## config.mk

```make
export PLATFORM = sky130hd
export DESIGN_NAME = duck_hit_detector
export DESIGN_NICKNAME = d
export VERILOG_FILES = /design/src/rtl/duck_hit_detector.sv
export SDC_FILE = /design/constraint.sdc
export NUM_CORES = 1
export LEC_CHECK = 0
export CAP_MARGIN = 20
export CELL_PAD_IN_SITES_DETAIL_PLACEMENT = 1
export CELL_PAD_IN_SITES_GLOBAL_PLACEMENT = 2
export CORE_ASPECT_RATIO = 0.5
export CORE_UTILIZATION = 28
export DETAILED_ROUTE_END_ITERATION = 7
export MAX_ROUTING_LAYER = met4
export PLACE_DENSITY = 0.76
export SLEW_MARGIN = 20
export SYNTH_ARGS = -nofsm -noshare
export SYNTH_HDL_FRONTEND = slang
export SYNTH_SLANG_ARGS = --single-unit
```

## constraint.sdc

```tcl
create_clock -name clk -period 1.82 [get_ports clk]
set_input_delay 0.182 -clock clk [delete_from_list [all_inputs] [get_ports clk]]
set_output_delay 0.182 -clock clk [all_outputs]
set_load 0.05 [all_outputs]
```

## src/rtl/duck_hit_detector.sv

```systemverilog
// Shot resolution for the duck game: trigger sync/edge detect, per-frame hit scan,
// BCD score and shot bookkeeping. Optional macro DUCK_PIXEL_MASK_EN ignores transparent pixels.
module duck_hit_detector #(
    parameter int         H_ACTIVE        = 640,
    parameter int         V_ACTIVE        = 480,
    parameter int         COOLDOWN_FRAMES = 8,
    parameter int         SHOTS_PER_ROUND = 3,
    parameter logic [5:0] TRANSPARENT     = 6'h00
) (
    input  logic       clk,
    input  logic       reset,
    input  logic [9:0] hcount,
    input  logic [9:0] vcount,
    input  logic       trigger,
    input  logic [9:0] cross_x,
    input  logic [9:0] cross_y,
    input  logic       duck_draw,
    input  logic [5:0] duck_data,
    output logic       collision,
    output logic [7:0] score,
    output logic [1:0] shots_left,
    output logic       round_over,
    output logic       busy
);

    localparam logic [2:0] S_IDLE     = 3'd0;
    localparam logic [2:0] S_WAIT     = 3'd1;
    localparam logic [2:0] S_SCAN     = 3'd2;
    localparam logic [2:0] S_REPORT   = 3'd3;
    localparam logic [2:0] S_COOLDOWN = 3'd4;

    localparam logic [9:0] H_LIM   = 10'(H_ACTIVE);
    localparam logic [9:0] V_LIM   = 10'(V_ACTIVE);
    localparam logic [3:0] CD_LAST = 4'(COOLDOWN_FRAMES - 1);
    localparam logic [1:0] RELOAD  = 2'(SHOTS_PER_ROUND);

    logic       sync1_q, sync1_d;
    logic       sync2_q, sync2_d;
    logic       trig_prev_q, trig_prev_d;
    logic       shot_q, shot_d;
    logic [9:0] h_d_q, h_d_d;
    logic [9:0] v_d_q, v_d_d;
    logic [2:0] state_q, state_d;
    logic       hit_q, hit_d;
    logic [3:0] cd_cnt_q, cd_cnt_d;
    logic [7:0] score_q, score_d;
    logic [1:0] shots_q, shots_d;

    logic frame_start, frame_end, cross_visible, pixel_opaque, coincide;

`ifdef DUCK_PIXEL_MASK_EN
    assign pixel_opaque = (duck_data != TRANSPARENT);
`else
    logic unused_pixel;
    assign pixel_opaque = 1'b1;
    assign unused_pixel = ^{duck_data, TRANSPARENT};
`endif

    function automatic logic [7:0] bcd_inc(input logic [7:0] v);
        logic [7:0] r;
        if (v == 8'h99)
            r = v;
        else if (v[3:0] == 4'd9)
            r = {v[7:4] + 4'd1, 4'd0};
        else
            r = {v[7:4], v[3:0] + 4'd1};
        return r;
    endfunction

    always_comb begin
        sync1_d     = trigger;
        sync2_d     = sync1_q;
        trig_prev_d = sync2_q;
        shot_d      = sync2_q & ~trig_prev_q;
        h_d_d       = hcount;
        v_d_d       = vcount;

        frame_start   = (hcount == 10'd0) && (vcount == 10'd0);
        frame_end     = (hcount == 10'd0) && (vcount == V_LIM);
        cross_visible = (cross_x < H_LIM) && (cross_y < V_LIM);
        // duck_draw is one cycle late, so it lines up with the delayed counters
        coincide      = duck_draw && pixel_opaque && cross_visible &&
                        (h_d_q == cross_x) && (v_d_q == cross_y);
    end

    always_comb begin
        state_d  = state_q;
        hit_d    = hit_q;
        cd_cnt_d = cd_cnt_q;
        score_d  = score_q;
        shots_d  = shots_q;
        case (state_q)
            S_IDLE: begin
                if (shot_q) begin
                    shots_d = shots_q - 2'd1;
                    state_d = S_WAIT;
                end
            end
            S_WAIT: begin
                if (frame_start) begin
                    hit_d   = 1'b0;
                    state_d = S_SCAN;
                end
            end
            S_SCAN: begin
                if (coincide)
                    hit_d = 1'b1;
                if (frame_end)
                    state_d = S_REPORT;
            end
            S_REPORT: begin
                if (hit_q) begin
                    score_d = bcd_inc(score_q);
                    shots_d = RELOAD;
                end else if (shots_q == 2'd0) begin
                    shots_d = RELOAD;
                end
                cd_cnt_d = 4'd0;
                state_d  = S_COOLDOWN;
            end
            S_COOLDOWN: begin
                if (frame_end) begin
                    if (cd_cnt_q == CD_LAST)
                        state_d = S_IDLE;
                    else
                        cd_cnt_d = cd_cnt_q + 4'd1;
                end
            end
            default: state_d = S_IDLE;
        endcase
    end

    always_ff @(posedge clk or negedge reset) begin
        if (!reset) begin
            sync1_q     <= 1'b0;
            sync2_q     <= 1'b0;
            trig_prev_q <= 1'b0;
            shot_q      <= 1'b0;
            h_d_q       <= 10'd0;
            v_d_q       <= 10'd0;
            state_q     <= S_IDLE;
            hit_q       <= 1'b0;
            cd_cnt_q    <= 4'd0;
            score_q     <= 8'h00;
            shots_q     <= RELOAD;
        end else begin
            sync1_q     <= sync1_d;
            sync2_q     <= sync2_d;
            trig_prev_q <= trig_prev_d;
            shot_q      <= shot_d;
            h_d_q       <= h_d_d;
            v_d_q       <= v_d_d;
            state_q     <= state_d;
            hit_q       <= hit_d;
            cd_cnt_q    <= cd_cnt_d;
            score_q     <= score_d;
            shots_q     <= shots_d;
        end
    end

    assign collision  = (state_q == S_REPORT) && hit_q;
    assign round_over = (state_q == S_REPORT) && !hit_q && (shots_q == 2'd0);
    assign busy       = (state_q != S_IDLE);
    assign score      = score_q;
    assign shots_left = shots_q;

endmodule

```

==> results.yml, run 1 <==
status:
  status: "completed"
floorplan:
  core_area_um2: 6360
  pin_count: 63
  row_count: 20
  die_h_um: 60.7
  start_util_pct: 30.3
  die-area_um2: 7240
  die_w_um: 119
run:
  cap_violations: 0
synthesis:
  synth-async-reset-ratio_pct: 100
  syn_inst: 170
  ys_seq_area_share_pct: 54.6
  synth_edf_count: 0
  synth_area_um2: 1930
  avgSynthCellArea_um2: 11.3
  synth_seq_cells: 42
  synth_nets: 224
  synth_cell_type_count: 43
  yosys_most_used_dff: "dfrtp_1"
  synth_warnings: 0
timing:
  fin_crit_ps: 1760
  finalHoldViolCount: 0
  slew_viol_final: 0
  slew_headroom_pct: 61.2
  setup_viol: 0
  fin_crit_sh_pct: 96.9
  tightest_slew_ps: 582
  fmax_ghz: 0.567
  fin_skew_ps: 2.36
  rsz0062_at_grt: "true"
worst_setup_path:
  worstPathRequired_ps: 2030
  cp.arrival_ps: 1970
  critPathKind: "input port to register"
  cp_max_fo: 4
  start_kind: "input port"
  end_kind: "register"
detailed_routing:
  met3_length_um: 193
  highest_layer: "met4"
  post_drt_wl_per_cell_um: 14.6
  wirelength_mm: 5.01
  routed_via_density: 4.55
  vias: 1562
  antenna_left: 0
  wl_met1_mm: 2.53
  drt_iter0_drc: 48
  post-route-drc-count: 0
  drt_pre_antenna_iters: 4
  wl_met2_mm: 2.26
cts:
  clock_latency_ps: 280
  cts_root_buf: "clkbuf_16"
  cts_sinks: 42
  clockBufferDepth: 2
  clk_pin_slew_worst_paths_ps: 60
  cts_buffers: 5
  cts_tree: "built"
  htreeDepth: 2
global_routing:
  antenna_found_initial: 0
  grt_usage_pct: 15.8
  grt_pass1_wl_mm: 8.29
  grt_pass1_vias: 1673
  grt_max_degree: 26
  grt_overflow: 0
placement:
  placedCellCount: 330
  port_buffers: 56
  gp_congestion: 0.783
  dp_hpwl_mm: 3.89
layout:
  final_core_util_pct: 46.7
  ff_latch_area_um2: 1060
  multi_input_area_um2: 872
  layout-drive-gt1-share_pct: 22.7
  layout_commonest_cell: "clkdlybuf4s50_1"
  final_cell_mix: "clkdlybuf4s50_1 (46), dfrtp_1 (36), buf_4 (26)"
  fillCellCount: 689
  nNetsFinal: 308
  instances_no_fill: 343
  diodes: 0
  area_delta_synth_final_pct: 54.1
power:
  pwr-share-clk_pct: 41.2
  peakVddDrop_v: 0.000328
  p_switching_mw: 0.498
  p_int_mw: 1.67
  seq_power_share_pct: 45.9
  powerDensity_nw_per_um2: 731
  power_frac_comb_pct: 12.9
  swShare_pct: 22.9
  p_leak_nw: 1.23
min_path:
  hold_path.class: "input port to register"
[cells in the mapped netlist (2+ instances only)]
library cell | number | area, um2
a21boi_0 | 2 | 15.0
xnor2_1 | 13 | 114
or3_1 | 2 | 12.5
nor3b_1 | 2 | 15.0
buf_2 | 2 | 10.0
nor4_1 | 4 | 25.0
nand3_1 | 7 | 35.0
o21ai_0 | 4 | 20.0
nor2_1 | 10 | 37.5
xor2_1 | 8 | 70.1
nand4_1 | 3 | 18.8
nor4_4 | 3 | 63.8
nor4_2 | 2 | 25.0
o31ai_1 | 3 | 22.5
dfstp_2 | 2 | 52.6
a31oi_1 | 2 | 12.5
or3_2 | 2 | 15.0
nand3b_1 | 2 | 15.0
ha_1 | 4 | 50.1
nand2_1 | 10 | 37.5
a21oi_1 | 9 | 45.0
nand2b_1 | 3 | 18.8
nor3_1 | 4 | 20.0
dfrtp_1 | 40 | 1000
inv_1 | 9 | 33.8
[layer usage]
metal	global-route usage (%)	up-vias
li1	-	775
met1	19.6	755
met2	26.2	30
met3	4.23	2
met4	3.75	0
met5	-	-
[flip-flops by register name, summed over array words and instances, names as in the netlist]
name	cells
cd_cnt_q	4
score	8
h_d_q	10
sync2_q	1
state_q	3
v_d_q	10
shot_q	1
sync1_q	1
hit_q	1
trig_prev_q	1
shots_left	2
[final cells by class]
cell class                      instances  share of cell area [%]
Clock buffer                            7                    4.80
Multi-Input combinational cell        117                    29.4
Tap cell                               88                    3.71
Clock inverter                          1                   0.168
Inverter                                9                    1.14
Sequential cell                        42                    35.6
Timing Repair Buffer                   79                    25.2
[cells by family (layout without fill, tap and decap cells)]
logic type	Yosys count	count (layout)	synth area share (%)
xor gates and xnor gates	21	21	9.54
DFF	42	42	54.6
AOI/OAI and AO/OA	27	27	9.02
adders and majority gates	4	4	2.60
and+or+nand+nor	65	65	21.9
buffers and inverters	11	96	2.27
[power by group through the flow]
stage	Clock (mW)	Combinational, mW	Sequential, mW
floorplan	0	0.0646	1.04
global placement	0	0.273	1.01
detailed placement	0	0.278	1.01
CTS	0.924	0.284	0.998
global route	0.950	0.305	1.00
finish	0.895	0.280	0.997
[through the flow]
stage               instance area, um2  TNS, ps  hold slack (ps)  setup slack (ps)  power (mW)
floorplan                         1930        0             -114              44.5        1.11
global placement                  2740     -955              212              -252        1.29
detailed placement                2740    -1090              212              -317        1.29
CTS                               2930        0              332              15.0        2.21
global route                      2970    -56.2              107             -56.2        2.26
finish                            2970        0              102              57.2        2.17
[worst paths after layout]
check / from / to / depth (start not counted) / slack (ps)
max in group asynchronous: reset / score[5] / 3 / 780
worst max-delay path: hcount[5] / cd_cnt_q[3] / 6 / 60
worst min-delay path: hcount[1] / h_d_q[1] / 1 / 100
worst min register to register: sync1_q / sync2_q / 0 / 350
min in group asynchronous: reset / v_d_q[2] / 2 / 450
worst max register to register: cd_cnt_q[0] / cd_cnt_q[3] / 6 / 70
[timing repair]
| item | CTS | global route |
|---|---|---|
| buffers inserted | 1 | 3 |
| resized for setup | 7 | 8 |
| hold buffers | 1 | 0 |
| pin swaps | 3 | 4 |
| endpoints found under the hold margin | 21 | 0 |
| setup endpoints to repair | 2 | 4 |
[critical path, stage by stage]
cell             delay, ps
clkdlybuf4s50_1        450
nor4_4                 340
nand3_2                140
or2_1                  240
or4_1                  470
a21oi_1                150
Power figures use the tool's default switching activity.
==> run 2, diff against run 1 <==
--- a/config.mk
+++ b/config.mk
@@ -8,7 +8,7 @@
 export CAP_MARGIN = 20
 export CELL_PAD_IN_SITES_DETAIL_PLACEMENT = 1
 export CELL_PAD_IN_SITES_GLOBAL_PLACEMENT = 2
-export CORE_ASPECT_RATIO = 0.5
+export CORE_ASPECT_RATIO = 0.6
 export CORE_UTILIZATION = 28
 export DETAILED_ROUTE_END_ITERATION = 7
 export MAX_ROUTING_LAYER = met4
==> run 2 against run 1 <==
Global-route usage up 0.47 points. Highest routed layer unchanged. Critical path depth up 1. Critical path type unchanged. Power down 2.6%. Via count down 1.1%. Clock-buffer cell count up 1. Cell count down 2.3%.
==> results.yml, run 2 (same netlist as run 1, synthesis figures left out) <==
floorplan:
  start_util_pct: 30.2
  row_count: 22
  die_w_um: 109
  pin_count: 63
  die-area_um2: 7230
  core_area_um2: 6390
  die_h_um: 66.3
timing:
  slew_viol_final: 0
  finalHoldViolCount: 0
  slew_headroom_pct: 63.4
  tightest_slew_ps: 549
  fin_crit_ps: 1770
  fmax_ghz: 0.565
  fin_hold_ws_ps: 73.2
  fin_crit_sh_pct: 97.2
  setup_viol: 0
  fin_skew_ps: 4.84
global_routing:
  grt-busiest-layer: "met1"
  grt_max_degree: 43
  antenna_found_initial: 0
  grt_pass1_vias: 1623
  met1_usage_pct: 24.0
  grt_overflow: 0
  met3_usage_pct: 4.33
  grt_pass1_wl_mm: 8.35
  grt_util_met2_pct: 21.5
  grt_usage_pct: 16.2
cts:
  clk_pin_slew_worst_paths_ps: 60
  clockBufferDepth: 2
  cts_root_buf: "clkbuf_16"
  cts_buffers: 5
  cts_sinks: 42
  clock_latency_ps: 280
  cts_tree: "built"
  htreeDepth: 2
power:
  p_leak_nw: 1.21
  powerDensity_nw_per_um2: 718
  peakVddDrop_v: 0.000297
detailed_routing:
  routed_via_density: 4.61
  wirelength_mm: 5.02
  drt_iter0_drc: 46
  post_drt_wl_per_cell_um: 15.0
  post-route-drc-count: 0
  vias: 1545
  antenna_left: 0
  drt_pre_antenna_iters: 4
placement:
  dp_hpwl_mm: 3.93
  port_buffers: 56
  gp_congestion: 0.765
layout:
  nNetsFinal: 304
  layout_commonest_cell: "clkdlybuf4s50_1"
  diodes: 0
  layout-drive-gt1-share_pct: 21.9
  final_core_util_pct: 46.2
  area_delta_synth_final_pct: 52.9
  final_cell_mix: "clkdlybuf4s50_1 (44), dfrtp_1 (37), buf_4 (22)"
worst_setup_path:
  start_kind: "input port"
  cp_max_fo: 3
  critPathKind: "input port to register"
  worstPathRequired_ps: 1980
  end_kind: "register"
  cp.arrival_ps: 1930
run:
  cap_violations: 0
min_path:
  hold_path.class: "input port to register"
status:
  status: "completed"
==> run 2: cell types whose count changed in the layout (fill, tap and decap cells not counted), moves of 2 or more <==
cell	delta
clkbuf_1	+2
buf_4	-4
dlygate4sd2_1	+2
or3_4	+2
clkdlybuf4s50_1	-2
==> run 2: cell type report <==
cell class	count	area, um2
Timing Repair Buffer	75	716
Fill cell	711	3440
Clock buffer	8	136
Tap cell	84	105
Multi-Input combinational cell	117	900
Sequential cell	42	1060
Inverter	9	33.8
==> run 2: where the power goes <==
part	switching, mW	internal [mW]	total (mW)
sequential	0.0211	0.977	0.998
clock	0.336	0.510	0.846
combinational	0.126	0.145	0.271
total	0.483	1.63	2.12
==> run 2: critical path, cell delays in order <==
cell and delay (ps):
clkdlybuf4s50_1 470, nor4_4 300, nand3_2 130, buf_4 150, or3_4 380, o31ai_4 230
a21oi_2 80
==> run 2: timing repair <==
action	in CTS	in global routing
hold endpoints to repair	9	0
pin swaps	3	10
buffers inserted	0	1
resized for setup	7	15
hold buffers	1	0
endpoints found under the setup margin	2	4
cloned	0	0
==> run 2: routing by layer <==
layer | part of all wire [%] | up-vias
li1 | - | 764
met1 | 56 | 737
met2 | 39 | 40
met3 | 4.4 | 4
met4 | 0.60 | 0
met5 | 0 | -
==> run 2: stage by stage <==
stage	TNS (ps)	total power, mW	cells	setup slack, ps	instance area, um2
2_1_floorplan	0	1.11	170	44.5	1930
3_3_place_gp	-956	1.29	325	-239	2720
3_5_place_dp	-1170	1.29	325	-287	2720
4_1_cts	0	2.15	334	4.29	2890
5_1_grt	-2.05	2.21	335	-2.05	2950
6_report	0	2.12	335	50.7	2950
==> run 2: final timing paths <==
check / startpoint / end / slack (ps) / cells after the start
max in group asynchronous: reset / state_q[0] / 900 / 3
hold / removal: vcount[0] / v_d_q[0] / 70 / 1
setup / recovery: hcount[4] / cd_cnt_q[3] / 50 / 7
setup reg to reg: cd_cnt_q[0] / cd_cnt_q[3] / 120 / 6
min in group asynchronous: reset / h_d_q[6] / 510 / 3
hold reg to reg: sync1_q / sync2_q / 350 / 0
==> run 3, diff against run 2 <==
--- a/config.mk
+++ b/config.mk
@@ -11,6 +11,7 @@
 export CORE_ASPECT_RATIO = 0.6
 export CORE_UTILIZATION = 28
 export DETAILED_ROUTE_END_ITERATION = 7
+export HOLD_SLACK_MARGIN = 0.12
 export MAX_ROUTING_LAYER = met4
 export PLACE_DENSITY = 0.76
 export SLEW_MARGIN = 20
==> run 3 against run 2 <==
Sequential share of layout area is 0.36 points lower. Global-route usage stayed put. Critical endpoint is now round_over. Largest power group unchanged. Sequential power hardly changed.
==> results.yml, run 3 (same netlist as run 1, synthesis figures left out) <==
timing:
  slew_headroom_pct: 63.3
  layout_setup_ws_ps: 52.9
  fin_crit_sh_pct: 97.1
  fmax_ghz: 0.566
  slew_viol_final: 0
  setup_viol: 0
  fin_hold_ws_ps: 220
  fin_crit_ps: 1770
  finalHoldViolCount: 0
  fin_skew_ps: 3.70
  tightest_slew_ps: 551
  setup_tns_ps: 0
cts:
  cts_root_buf: "clkbuf_16"
  clk_pin_slew_worst_paths_ps: 60
  cts_buffers: 5
  cts_tree: "built"
  htreeDepth: 2
  cts_sinks: 42
  clockBufferDepth: 2
  clock_latency_ps: 280
placement:
  dp_hpwl_mm: 3.93
  dp_slack_ps: -287
  placedCellCount: 325
  port_buffers: 56
  gp_congestion: 0.765
power:
  p_leak_nw: 1.22
  peakVddDrop_v: 0.000294
  powerDensity_nw_per_um2: 711
  p_total_mw: 2.12
floorplan:
  die_w_um: 109
  start_util_pct: 30.2
  core_area_um2: 6390
  die_h_um: 66.3
  die-area_um2: 7230
  pin_count: 63
  row_count: 22
detailed_routing:
  wirelength_mm: 5.06
  antenna_left: 0
  drt_pre_antenna_iters: 4
  routed_via_density: 4.59
  post-route-drc-count: 0
  vias: 1552
  drt_iter0_drc: 44
  post_drt_wl_per_cell_um: 15.0
worst_setup_path:
  end_kind: "primary output"
  crit_chain: "nand2b_4 -> or2_4 -> nor3b_4 -> buf_12"
  start_kind: "register"
  critical_path_buf_inv_count: 1
  crit_slowest_cell: "dfrtp_2"
  cpPeakStageDelay_ps: 480
  cp_max_fo: 8
  path_delay_family: "simple AND/OR/NAND/NOR gates"
  cp.arrival_ps: 1590
  worstPathRequired_ps: 1640
  critPathKind: "register to primary output"
layout:
  layout_commonest_cell: "clkdlybuf4s50_1"
  area_delta_synth_final_pct: 54.4
  final_cell_mix: "clkdlybuf4s50_1 (44), dfrtp_1 (37), buf_4 (22)"
  layout-drive-gt1-share_pct: 21.7
  nNetsFinal: 307
  instances_no_fill: 338
  diodes: 0
status:
  status: "completed"
global_routing:
  grt_pass1_vias: 1623
  antenna_found_initial: 0
  grt_usage_pct: 16.2
  grt_pass1_wl_mm: 8.35
  grt_overflow: 0
  grt_max_degree: 43
min_path:
  hold_path.class: "input port to register"
run:
  cap_violations: 0
-- run 3: where the power goes --
group / switching (mW) / leakage [nW] / internal (mW)
sequential: 0.0211 / 0.517 / 0.977
combinational: 0.127 / 0.638 / 0.149
clock: 0.333 / 0.0652 / 0.510
-- run 3: path summary, 6_finish.rpt --
check | cells after the start | startpoint | end | slack (ps)
worst max-delay path | 4 | state_q[2] | round_over | 50
worst max register to register | 6 | cd_cnt_q[0] | cd_cnt_q[3] | 120
min in group asynchronous | 3 | reset | h_d_q[6] | 510
max in group asynchronous | 3 | reset | state_q[0] | 900
worst min-delay path | 1 | hcount[7] | h_d_q[7] | 220
worst min register to register | 0 | sync1_q | sync2_q | 350
-- run 3: layout make-up --
type,instances,area (um2)
Clock buffer,8,136
Fill cell,713,3410
Inverter,9,33.8
Multi-Input combinational cell,117,900
Sequential cell,42,1060
Tap cell,84,105
Timing Repair Buffer,78,746
-- run 3: metrics by stage --
stage,util (%),area (um2)
after floorplan,-,1930
after global placement,42.6,2720
after detailed placement,42.6,2720
after CTS,45.2,2890
after global routing,46.6,2980
final,46.6,2980
-- run 3: layer usage --
| metal | wire length [um] | global-route usage [%] | part of all wire [%] |
|---|---|---|---|
| met2 | 1990 | 21.5 | 39 |
| met3 | 214 | 4.33 | 4.2 |
| met5 | 0 | - | 0 |
| met4 | 30 | 3.55 | 0.59 |
| met1 | 2820 | 24.0 | 56 |
-- run 3: repair_timing --
action	in CTS	in global routing
setup endpoints to repair	2	4
hold buffers	1	3
gates cloned	0	0
gates resized for setup	7	15
pin swaps	3	10
endpoints found under the hold margin	40	3
buffers inserted	0	1
-- run 3: worst reg2reg max path: stages (launching register included) --
cell	delay [ps]
dfrtp_1	390
ha_1	220
nand3b_1	130
buf_4	130
nand2_1	90
or4_4	530
a21oi_2	140
